===== src/rtl/percent_display_ctrl_if.sv =====
// Purpose: bus between the progress computation and the percentage display
// sequencer. It carries the percentage strobe and value, the busy/overflow
// status, and the multiplexed digit bus (anodes plus BCD).
//   pct_valid : one-cycle strobe, pct_in is valid
//   pct_in    : percentage, nominal 0..100
//   busy      : conversion in progress
//   ovf       : last accepted value was saturated to 100
//   an        : active-low digit enables [0]=units [1]=tens [2]=hundreds
//   bcd_out   : BCD value of the selected digit
interface percent_display_ctrl_if;
  localparam int unsigned PCT_W = 8;
  localparam int unsigned AN_W  = 3;
  localparam int unsigned DIG_W = 4;

  logic             pct_valid;
  logic [PCT_W-1:0] pct_in;
  logic             busy;
  logic             ovf;
  logic [AN_W-1:0]  an;
  logic [DIG_W-1:0] bcd_out;

  // Producer side: the progress computation block
  modport master (
    output pct_valid, pct_in,
    input  busy, ovf, an, bcd_out
  );

  // Consumer side: the display sequencer
  modport slave (
    input  pct_valid, pct_in,
    output busy, ovf, an, bcd_out
  );
endinterface


===== src/rtl/percent_display_ctrl.sv =====
// Purpose: captures a 0..100 percentage, converts it to hundreds/tens/units
// BCD by repeated subtraction (one subtraction per cycle), and time-
// multiplexes the three digits onto a shared BCD/anode bus with leading-zero
// blanking.
// Ports:
//   clk   : system clock, rising edge
//   rst_n : asynchronous active-low reset
//   disp  : percent_display_ctrl_if.slave (pct_valid/pct_in in,
//           busy/ovf/an/bcd_out out, all outputs registered)
// Parameter:
//   REFRESH_DIV : clk cycles each digit stays selected (>= 2)
module percent_display_ctrl #(
  parameter logic [15:0] REFRESH_DIV = 16'd50000
) (
  input  logic                   clk,
  input  logic                   rst_n,
  percent_display_ctrl_if.slave  disp
);

  localparam int unsigned PCT_W = 8;
  localparam int unsigned REM_W = 7;
  localparam int unsigned DIG_W = 4;
  localparam int unsigned AN_W  = 3;
  localparam int unsigned CNT_W = 16;
  localparam int unsigned IDX_W = 2;

  localparam logic [PCT_W-1:0] PCT_MAX = PCT_W'(100);

  typedef enum logic [1:0] {
    IDLE   = 2'd0,
    CONV_H = 2'd1,
    CONV_T = 2'd2,
    LOAD   = 2'd3
  } state_t;

  // Conversion state
  state_t           state_q, state_d;
  logic [REM_W-1:0] rem_q, rem_d;
  logic [DIG_W-1:0] hcnt_q, hcnt_d;
  logic [DIG_W-1:0] tcnt_q, tcnt_d;
  logic             ovf_q, ovf_d;
  logic             busy_q, busy_d;

  // Displayed digits; only ever written together in LOAD
  logic [DIG_W-1:0] h_q, h_d;
  logic [DIG_W-1:0] t_q, t_d;
  logic [DIG_W-1:0] u_q, u_d;

  // Scan state
  logic [CNT_W-1:0] cnt_q, cnt_d;
  logic [IDX_W-1:0] idx_q, idx_d;
  logic [AN_W-1:0]  an_q, an_d;
  logic [DIG_W-1:0] bcd_q, bcd_d;
  logic             wrap;

  // Conversion next-state and datapath
  always_comb begin
    state_d = state_q;
    rem_d   = rem_q;
    hcnt_d  = hcnt_q;
    tcnt_d  = tcnt_q;
    ovf_d   = ovf_q;
    h_d     = h_q;
    t_d     = t_q;
    u_d     = u_q;

    unique case (state_q)
      IDLE: begin
        if (disp.pct_valid) begin
          if (disp.pct_in > PCT_MAX) begin
            rem_d = REM_W'(100);
            ovf_d = 1'b1;
          end else begin
            rem_d = disp.pct_in[REM_W-1:0];
            ovf_d = 1'b0;
          end
          hcnt_d  = '0;
          tcnt_d  = '0;
          state_d = CONV_H;
        end
      end
      CONV_H: begin
        if (rem_q >= REM_W'(100)) begin
          rem_d  = rem_q - REM_W'(100);
          hcnt_d = hcnt_q + DIG_W'(1);
        end else begin
          state_d = CONV_T;
        end
      end
      CONV_T: begin
        if (rem_q >= REM_W'(10)) begin
          rem_d  = rem_q - REM_W'(10);
          tcnt_d = tcnt_q + DIG_W'(1);
        end else begin
          state_d = LOAD;
        end
      end
      LOAD: begin
        h_d     = hcnt_q;
        t_d     = tcnt_q;
        u_d     = rem_q[DIG_W-1:0];
        state_d = IDLE;
      end
      default: state_d = IDLE;
    endcase

    // busy is registered alongside the state, so it tracks state != IDLE
    busy_d = (state_d != IDLE);
  end

  // Conversion registers
  always_ff @(posedge clk or negedge rst_n) begin
    if (!rst_n) begin
      state_q <= IDLE;
      rem_q   <= '0;
      hcnt_q  <= '0;
      tcnt_q  <= '0;
      ovf_q   <= 1'b0;
      busy_q  <= 1'b0;
      h_q     <= '0;
      t_q     <= '0;
      u_q     <= '0;
    end else begin
      state_q <= state_d;
      rem_q   <= rem_d;
      hcnt_q  <= hcnt_d;
      tcnt_q  <= tcnt_d;
      ovf_q   <= ovf_d;
      busy_q  <= busy_d;
      h_q     <= h_d;
      t_q     <= t_d;
      u_q     <= u_d;
    end
  end

  // Refresh counter, scan index and next digit/anode selection
  always_comb begin
    wrap  = (cnt_q == (REFRESH_DIV - CNT_W'(1)));
    cnt_d = wrap ? '0 : (cnt_q + CNT_W'(1));
    idx_d = idx_q;
    an_d  = an_q;
    bcd_d = bcd_q;

    if (wrap) begin
      idx_d = (idx_q == IDX_W'(2)) ? '0 : (idx_q + IDX_W'(1));
      // Blanked slots keep bcd_out driven but leave every anode off
      unique case (idx_d)
        IDX_W'(0): begin
          an_d  = 3'b110;
          bcd_d = u_q;
        end
        IDX_W'(1): begin
          an_d  = ((h_q == '0) && (t_q == '0)) ? 3'b111 : 3'b101;
          bcd_d = t_q;
        end
        IDX_W'(2): begin
          an_d  = (h_q == '0) ? 3'b111 : 3'b011;
          bcd_d = h_q;
        end
        default: begin
          an_d  = 3'b111;
          bcd_d = '0;
        end
      endcase
    end
  end

  // Scan registers
  always_ff @(posedge clk or negedge rst_n) begin
    if (!rst_n) begin
      cnt_q <= '0;
      idx_q <= '0;
      an_q  <= 3'b110;
      bcd_q <= '0;
    end else begin
      cnt_q <= cnt_d;
      idx_q <= idx_d;
      an_q  <= an_d;
      bcd_q <= bcd_d;
    end
  end

  assign disp.busy    = busy_q;
  assign disp.ovf     = ovf_q;
  assign disp.an      = an_q;
  assign disp.bcd_out = bcd_q;

endmodule


===== src/flat_wrapper.sv =====
// flat-port wrapper written by rule: the top's interface ports become plain ports
module percent_display_ctrl_flat 
#(
  parameter logic [15:0] REFRESH_DIV = 16'd50000
)
  (clk, rst_n, disp_pct_valid, disp_pct_in, disp_busy, disp_ovf, disp_an, disp_bcd_out);
  percent_display_ctrl_if disp_i ();
  input  logic clk;
  input  logic rst_n;
  input wire logic [$bits(disp_i.pct_valid)-1:0] disp_pct_valid;
  input wire logic [$bits(disp_i.pct_in)-1:0] disp_pct_in;
  output wire logic [$bits(disp_i.busy)-1:0] disp_busy;
  output wire logic [$bits(disp_i.ovf)-1:0] disp_ovf;
  output wire logic [$bits(disp_i.an)-1:0] disp_an;
  output wire logic [$bits(disp_i.bcd_out)-1:0] disp_bcd_out;
  assign disp_i.pct_valid = disp_pct_valid;
  assign disp_i.pct_in = disp_pct_in;
  assign disp_busy = disp_i.busy;
  assign disp_ovf = disp_i.ovf;
  assign disp_an = disp_i.an;
  assign disp_bcd_out = disp_i.bcd_out;
  percent_display_ctrl #(.REFRESH_DIV(REFRESH_DIV)) u_core (.clk(clk), .rst_n(rst_n), .disp(disp_i));
endmodule

===== config.mk =====
export PLATFORM = sky130hd
export DESIGN_NAME = percent_display_ctrl_flat
export DESIGN_NICKNAME = d
export VERILOG_FILES = /design/src/rtl/percent_display_ctrl_if.sv /design/src/rtl/percent_display_ctrl.sv /design/src/flat_wrapper.sv
export SDC_FILE = /design/constraint.sdc
export NUM_CORES = 1
export LEC_CHECK = 0
export CELL_PAD_IN_SITES_DETAIL_PLACEMENT = 0
export CELL_PAD_IN_SITES_GLOBAL_PLACEMENT = 1
export CORE_UTILIZATION = 47
export CTS_BUF_LIST = sky130_fd_sc_hd__clkbuf_16
export DETAILED_ROUTE_END_ITERATION = 16
export DONT_BUFFER_PORTS = 1
export MAX_ROUTING_LAYER = met4
export PLACE_DENSITY_LB_ADDON = 0.1
export SETUP_SLACK_MARGIN = 0.2
export SYNTH_ARGS = -nofsm -noshare
export SYNTH_HDL_FRONTEND = slang
export SYNTH_SLANG_ARGS = --single-unit

===== constraint.sdc =====
create_clock -name clk -period 2.8 [get_ports clk]
set_input_delay 0.42 -clock clk [delete_from_list [all_inputs] [get_ports clk]]
set_output_delay 0.42 -clock clk [all_outputs]
set_load 0.01 [all_outputs]

# Yosys cells after proc, flatten, opt, wreduce, memory -nomap -nowiden
# Cells that the tools add are included.
[totals]
output_inout_bits = 9
word_cells = 66
reg_bits = 56
[op_classes]
n_lt_le_gt_ge = 3
n_reduce_logical = 13
n_eq_ne = 10
add_sub_neg = 6
mux = 21
[op_table]
columns = ["operator", "n"]
rows = [
  ["$mux W7", 4],
  ["$pmux W7 S3", 1],
  ["$add A16 B1 Y16 const B", 1],
  ["$eq A16 B16 Y1 const B", 1],
  ["$mux W16", 1],
  ["$pmux W4 S2", 2],
  ["$mux W4", 3],
  ["$pmux W4 S3", 1],
  ["$mux W2", 5],
  ["$pmux W3 S3", 1],
  ["$add A4 B1 Y4 const B", 2],
  ["$eq A2 B2 Y1 const B", 4],
  ["$gt A8 B7 Y1 const B", 1],
  ["$logic_not A4 Y1", 2],
  ["$pmux W2 S4", 1],
  ["$ge A7 B4 Y1 const B", 1],
  ["$ge A7 B7 Y1 const B", 1],
  ["$sub A7 B4 Y7 const B", 1],
  ["$sub A7 B7 Y7 const B", 1],
  ["$reduce_and A3 Y1", 2],
  ["$reduce_bool A2 Y1", 3],
  ["$eq A2 B1 Y1 const B", 2],
  ["$logic_not A2 Y1", 2],
  ["$ne A2 B1 Y1 const B", 2],
  ["other kinds (8)", 8],
]

# Depth between registers and ports, before layout
[depth]
word_depth = 4
mapped_depth = 8
ltp_nobuf = 6

# Worst setup path before layout
# Ideal clock, no wire load.
[synth_timing]
path_type = "reg-to-reg"
startpoint = "register u_core.state_q[0]"
endpoint = "register u_core.rem_q[6]"
path_stages_with_launch = 7
arrival_ps = 2000
required_ps = 2675
slack_ps = 675
path_cell_list = "dfrtp_1 > inv_1 > ha_1 > or4b_4 > o311ai_4 > or2_4 > mux2_4"
[synth_between]
elab_chain_cells = 3
elab_cells_between_ends = 9
classes_between = "eq/ne: 5; mux: 1; reduce/logical: 3"
[synth_lines]
columns = ["element", "line_no", "rtl"]
rows = [
  ["start, declared", "percent_display_ctrl.sv:37", "state_t state_q, state_d;"],
  ["start signal, assigned", "percent_display_ctrl.sv:124", "state_q <= state_d;"],
  ["$eq A2 B1 Y1, or another cell as far along", "percent_display_ctrl.sv:67", "unique case (state_q)"],
  ["$ne A2 B1 Y1 (no line), or another cell as far along", "-", ""],
  ["$reduce_and A4 Y1 (no line)", "-", ""],
  ["end signal, assigned", "percent_display_ctrl.sv:125", "rem_q <= rem_d;"],
  ["end, declared", "percent_display_ctrl.sv:38", "logic [REM_W-1:0] rem_q, rem_d;"],
]
# Several ways; a longest one is shown, not always the timed one.
# A chain may end at the register's enable or synchronous reset.

# Worst setup path after layout
[layout_timing]
startpoint = "register u_core.rem_q[2]"
endpoint = "register u_core.rem_q[6]"
[layout_between]
elab_chain_cells = 3
elab_cells_between_ends = 10
classes_between = "add/sub: 2; order compare: 2; eq/ne: 2; mux: 3; reduce/logical: 1"
[layout_lines]
columns = ["element", "line_no", "rtl"]
rows = [
  ["$sub A7 B4 Y7, or another cell as far along", "percent_display_ctrl.sv:92", "rem_d = rem_q - REM_W'(10);"],
  ["$mux W7, or another cell as far along", "percent_display_ctrl.sv:91", "if (rem_q >= REM_W'(10)) begin"],
  ["$pmux W7 S3 or $reduce_and A4 Y1 (tied branches)", "-", ""],
]
# Several ways; a longest one is shown, not always the timed one. The select of a mux whose other input is x is not followed.

==> flow_summary.toml <==
[drt]
wl_met1_mm = 3.09
wl_met2_mm = 2.90
vias = 2203
wirelength_mm = 6.31
highest_layer = "met4"
wl_met3_microns = 189
vias_per_cell = 5.87
drc = 0
first_pass_iters = 4
drt_iter0_drc = 132
post_drt_wl_per_cell_microns = 16.8
postRouteAntennaNets = 0

[global_route]
grt_overflow = 0
grt_usage = 0.200
grt_max_degree = 57
first_global_vias = 2089
antenna_found_initial = 0
grt_pass1_wl_mm = 10.5

[clock_tree]
cts_setup_buffers = 0
clk_pin_slew_ns = 0.08
clock_path_buffers = 2
cts_buffers = 5
htree_levels = 2
clock_sinks = 56
clock_latency_ns = 0.30
cts_resized = 0
cts_root_buf = "clkbuf_16"
cts_hold_buf = 2
cts_tree = "yes"

[yosys]
synth_fp_nets = 324
yosys-top-cells-count = "54 x dfrtp_1, 23 x nand2_1, 23 x nor2_1"
ys_types = 65
syn_area_sq_um = 3070
synthArstFlopShare = 1.00
synth.most_common_cell = "dfrtp_1"
yosys_warnings = 0
synth_seq_area_share = 0.457
synthCells = 299
synth-seq-cells = 56
synthFlopType = "dfrtp_1"
yosysTopAreaCellShare = 0.440
synth_area_leaders = "dfrtp_1 44%, ha_1 5.7%, mux2_2 5.5%"
yosys.area.top_type = "dfrtp_1"
synth_edf_count = 0
syn_avg_cell_area_sq_um = 10.3

[sta]
max_slew_margin = 0.611
hold_slack_ns = 0.277
fin_skew_ns = 0.00566
fin_setup_tns_ns = 0
max_slew.worst_pin.slew_ns = 0.583
post-route-period-util = 0.804
slew_violations = 0
final-setup-viol-count = 0
rsz0062_at_grt = "false"
hold_violations = 0
min_period_ns = 2.25
clock.fmax_mhz = 444

[die]
die_h_microns = 82.8
start_util = 0.486
num_rows = 29
die_area_sq_um = 6860
coreArea_sq_um = 6310
ios = 20
die_w_microns = 82.8

[power_and_ir_drop]
vdd_ir_drop_max_mv = 0.510
p_leak_nw = 1.46
p_per_area_nw_per_um2 = 889

[critical_path]
path_class = "reg -> reg"
cp_num_cells = 6
cpLargestDelayFamily = "compound AO/OA/AOI/OAI gates"
crit_fanout = 8
crit_chain = "inv_1 -> ha_1 -> a2111oi_0 -> mux2_2 -> a41oi_1 -> mux2_4"
crit_required_ns = 3.04
crit_path_end_kind = "flop"
reg2reg_depth = 6
r2r_start = "u_core.rem_q[2]"
regToRegSetupSlack_ns = 0.55
critPathSlowestCell = "a2111oi_0"
start_kind = "flop"
worst-path-buf-inv = 1
crit_end = "u_core.rem_q[6]"
worstPathArrival_ns = 2.49
slowest_delay_ns = 0.55
crit_start = "u_core.rem_q[2]"
reg2reg_to = "u_core.rem_q[6]"

[placement]
hpwl_mm = 4.55
numPortBuffers = 0
place.gp.congestion = 0.823

[final_layout]
multiInputGateArea_sq_um = 1560
drive_gt1_frac = 0.131
fill_cells = 599
fin_nets = 322
seqCellArea_sq_um = 1400
syn2layout_area_growth_pct = 7.91
n_antenna_cell = 0

[min_path]
hp-class = "in -> reg"

[run]
max-cap-violations = 0

[status]
outcome = "finished clean"
==> worst reg2reg max path: cells and delay by family (launching register included) <==
family                   cells  cell delay [ns]
flip-flops                   1             0.49
buffers and inverters        1             0.13
adder cells (fa/ha/maj)      1             0.25
AO/OA/AOI/OAI                2             0.75
multiplexers                 2             0.57
==> worst min path at each step <==
stage / endpoint / cells past startpoint / slack (ns) / start
after global routing: u_core.rem_q[0] / 1 / 0.28 / disp_pct_in[0]
after CTS: u_core.rem_q[0] / 1 / 0.27 / disp_pct_in[0]
after detailed placement: u_core.cnt_q[15] / 0 / 0.13 / rst_n
after floorplan: u_core.cnt_q[0] / 0 / 0.12 / rst_n
final: u_core.rem_q[0] / 1 / 0.28 / disp_pct_in[0]
after global placement: u_core.cnt_q[15] / 0 / 0.13 / rst_n
==> layout make-up <==
| class | instances | area share |
|---|---|---|
| sequential | 56 | 0.424 |
| clock buffer | 5 | 0.0378 |
| timing repair buffer | 4 | 0.0159 |
| tap | 77 | 0.0291 |
| clock inverter | 3 | 0.00831 |
| multi-input combinational | 218 | 0.472 |
| inverter | 12 | 0.0136 |
==> cells by family (layout without fill, tap and decap cells) <==
| logic type | Yosys count | count (layout) | synth area share |
|---|---|---|---|
| XOR/XNOR | 13 | 13 | 0.0371 |
| AND/OR/NAND/NOR | 97 | 97 | 0.165 |
| adder cells (fa/ha/maj) | 14 | 14 | 0.0571 |
| AO/OA/AOI/OAI | 72 | 72 | 0.170 |
| flip-flops | 56 | 56 | 0.457 |
| buffers and inverters | 25 | 24 | 0.0338 |
| multiplexers | 22 | 22 | 0.0799 |
==> power by group <==
part           internal, mW  switching, mW  total, mW  leakage (nW)
registers             0.964          0.197       1.16         0.735
clock network         0.340          0.310      0.650        0.0719
logic                 0.516          0.619       1.13         0.654
total                  1.82           1.13       2.95          1.46
==> flip-flops by register name, summed over array words and instances (netlist names) <==
name	cells
u_core.disp.bcd_out	4
u_core.cnt_q	16
u_core.h_q	4
u_core.rem_q	7
u_core.disp.busy	1
u_core.tcnt_q	4
u_core.state_q	2
u_core.disp.ovf	1
u_core.t_q	4
u_core.u_q	4
u_core.disp.an	3
u_core.hcnt_q	4
u_core.idx_q	2
==> stage by stage <==
stage	utilization	setup WS (ns)	power (mW)	cell area, sq um	cells
3_5_place_dp	0.495	0.536	2.29	3120	365
3_3_place_gp	0.495	0.614	2.29	3120	365
6_report	0.525	0.548	2.95	3310	375
2_1_floorplan	-	0.675	2.03	3070	299
4_1_cts	0.525	0.509	2.98	3310	375
5_1_grt	0.525	0.440	3.17	3310	375
==> routing by layer <==
layer,global-route usage,vias up
met5,-,-
li1,-,1098
met4,0.0737,0
met2,0.296,37
met1,0.272,1058
met3,0.0408,10
==> placed cells by master, fill, tap and decap left out, types with 2 or more instances in the layout <==
cell type / netlist / routed
o31a_1: 3 / 3
xor2_1: 6 / 6
dfstp_2: 2 / 2
and3_1: 3 / 3
mux2i_1: 5 / 5
nor2_1: 23 / 23
ha_1: 14 / 14
inv_1: 12 / 12
a41o_1: 3 / 3
o22ai_1: 2 / 2
o31ai_1: 4 / 4
or4_1: 2 / 2
a31oi_1: 3 / 3
nand4_1: 4 / 4
o41ai_1: 2 / 2
nand2_1: 23 / 23
nand3_1: 9 / 9
a32oi_1: 2 / 2
a21oi_1: 11 / 11
a32o_1: 2 / 2
nor4_1: 4 / 4
o21ai_0: 19 / 19
or3_1: 2 / 2
nor3_1: 7 / 7
a21o_1: 2 / 2
or2_2: 2 / 2
xnor2_1: 7 / 7
buf_4: 0 / 2
a21boi_0: 3 / 3
clkbuf_16: 0 / 5
nor4bb_1: 2 / 2
mux2_2: 15 / 15
nand2b_1: 5 / 5
dfrtp_1: 54 / 54
Note: power is estimated with default switching activity, not from simulation.
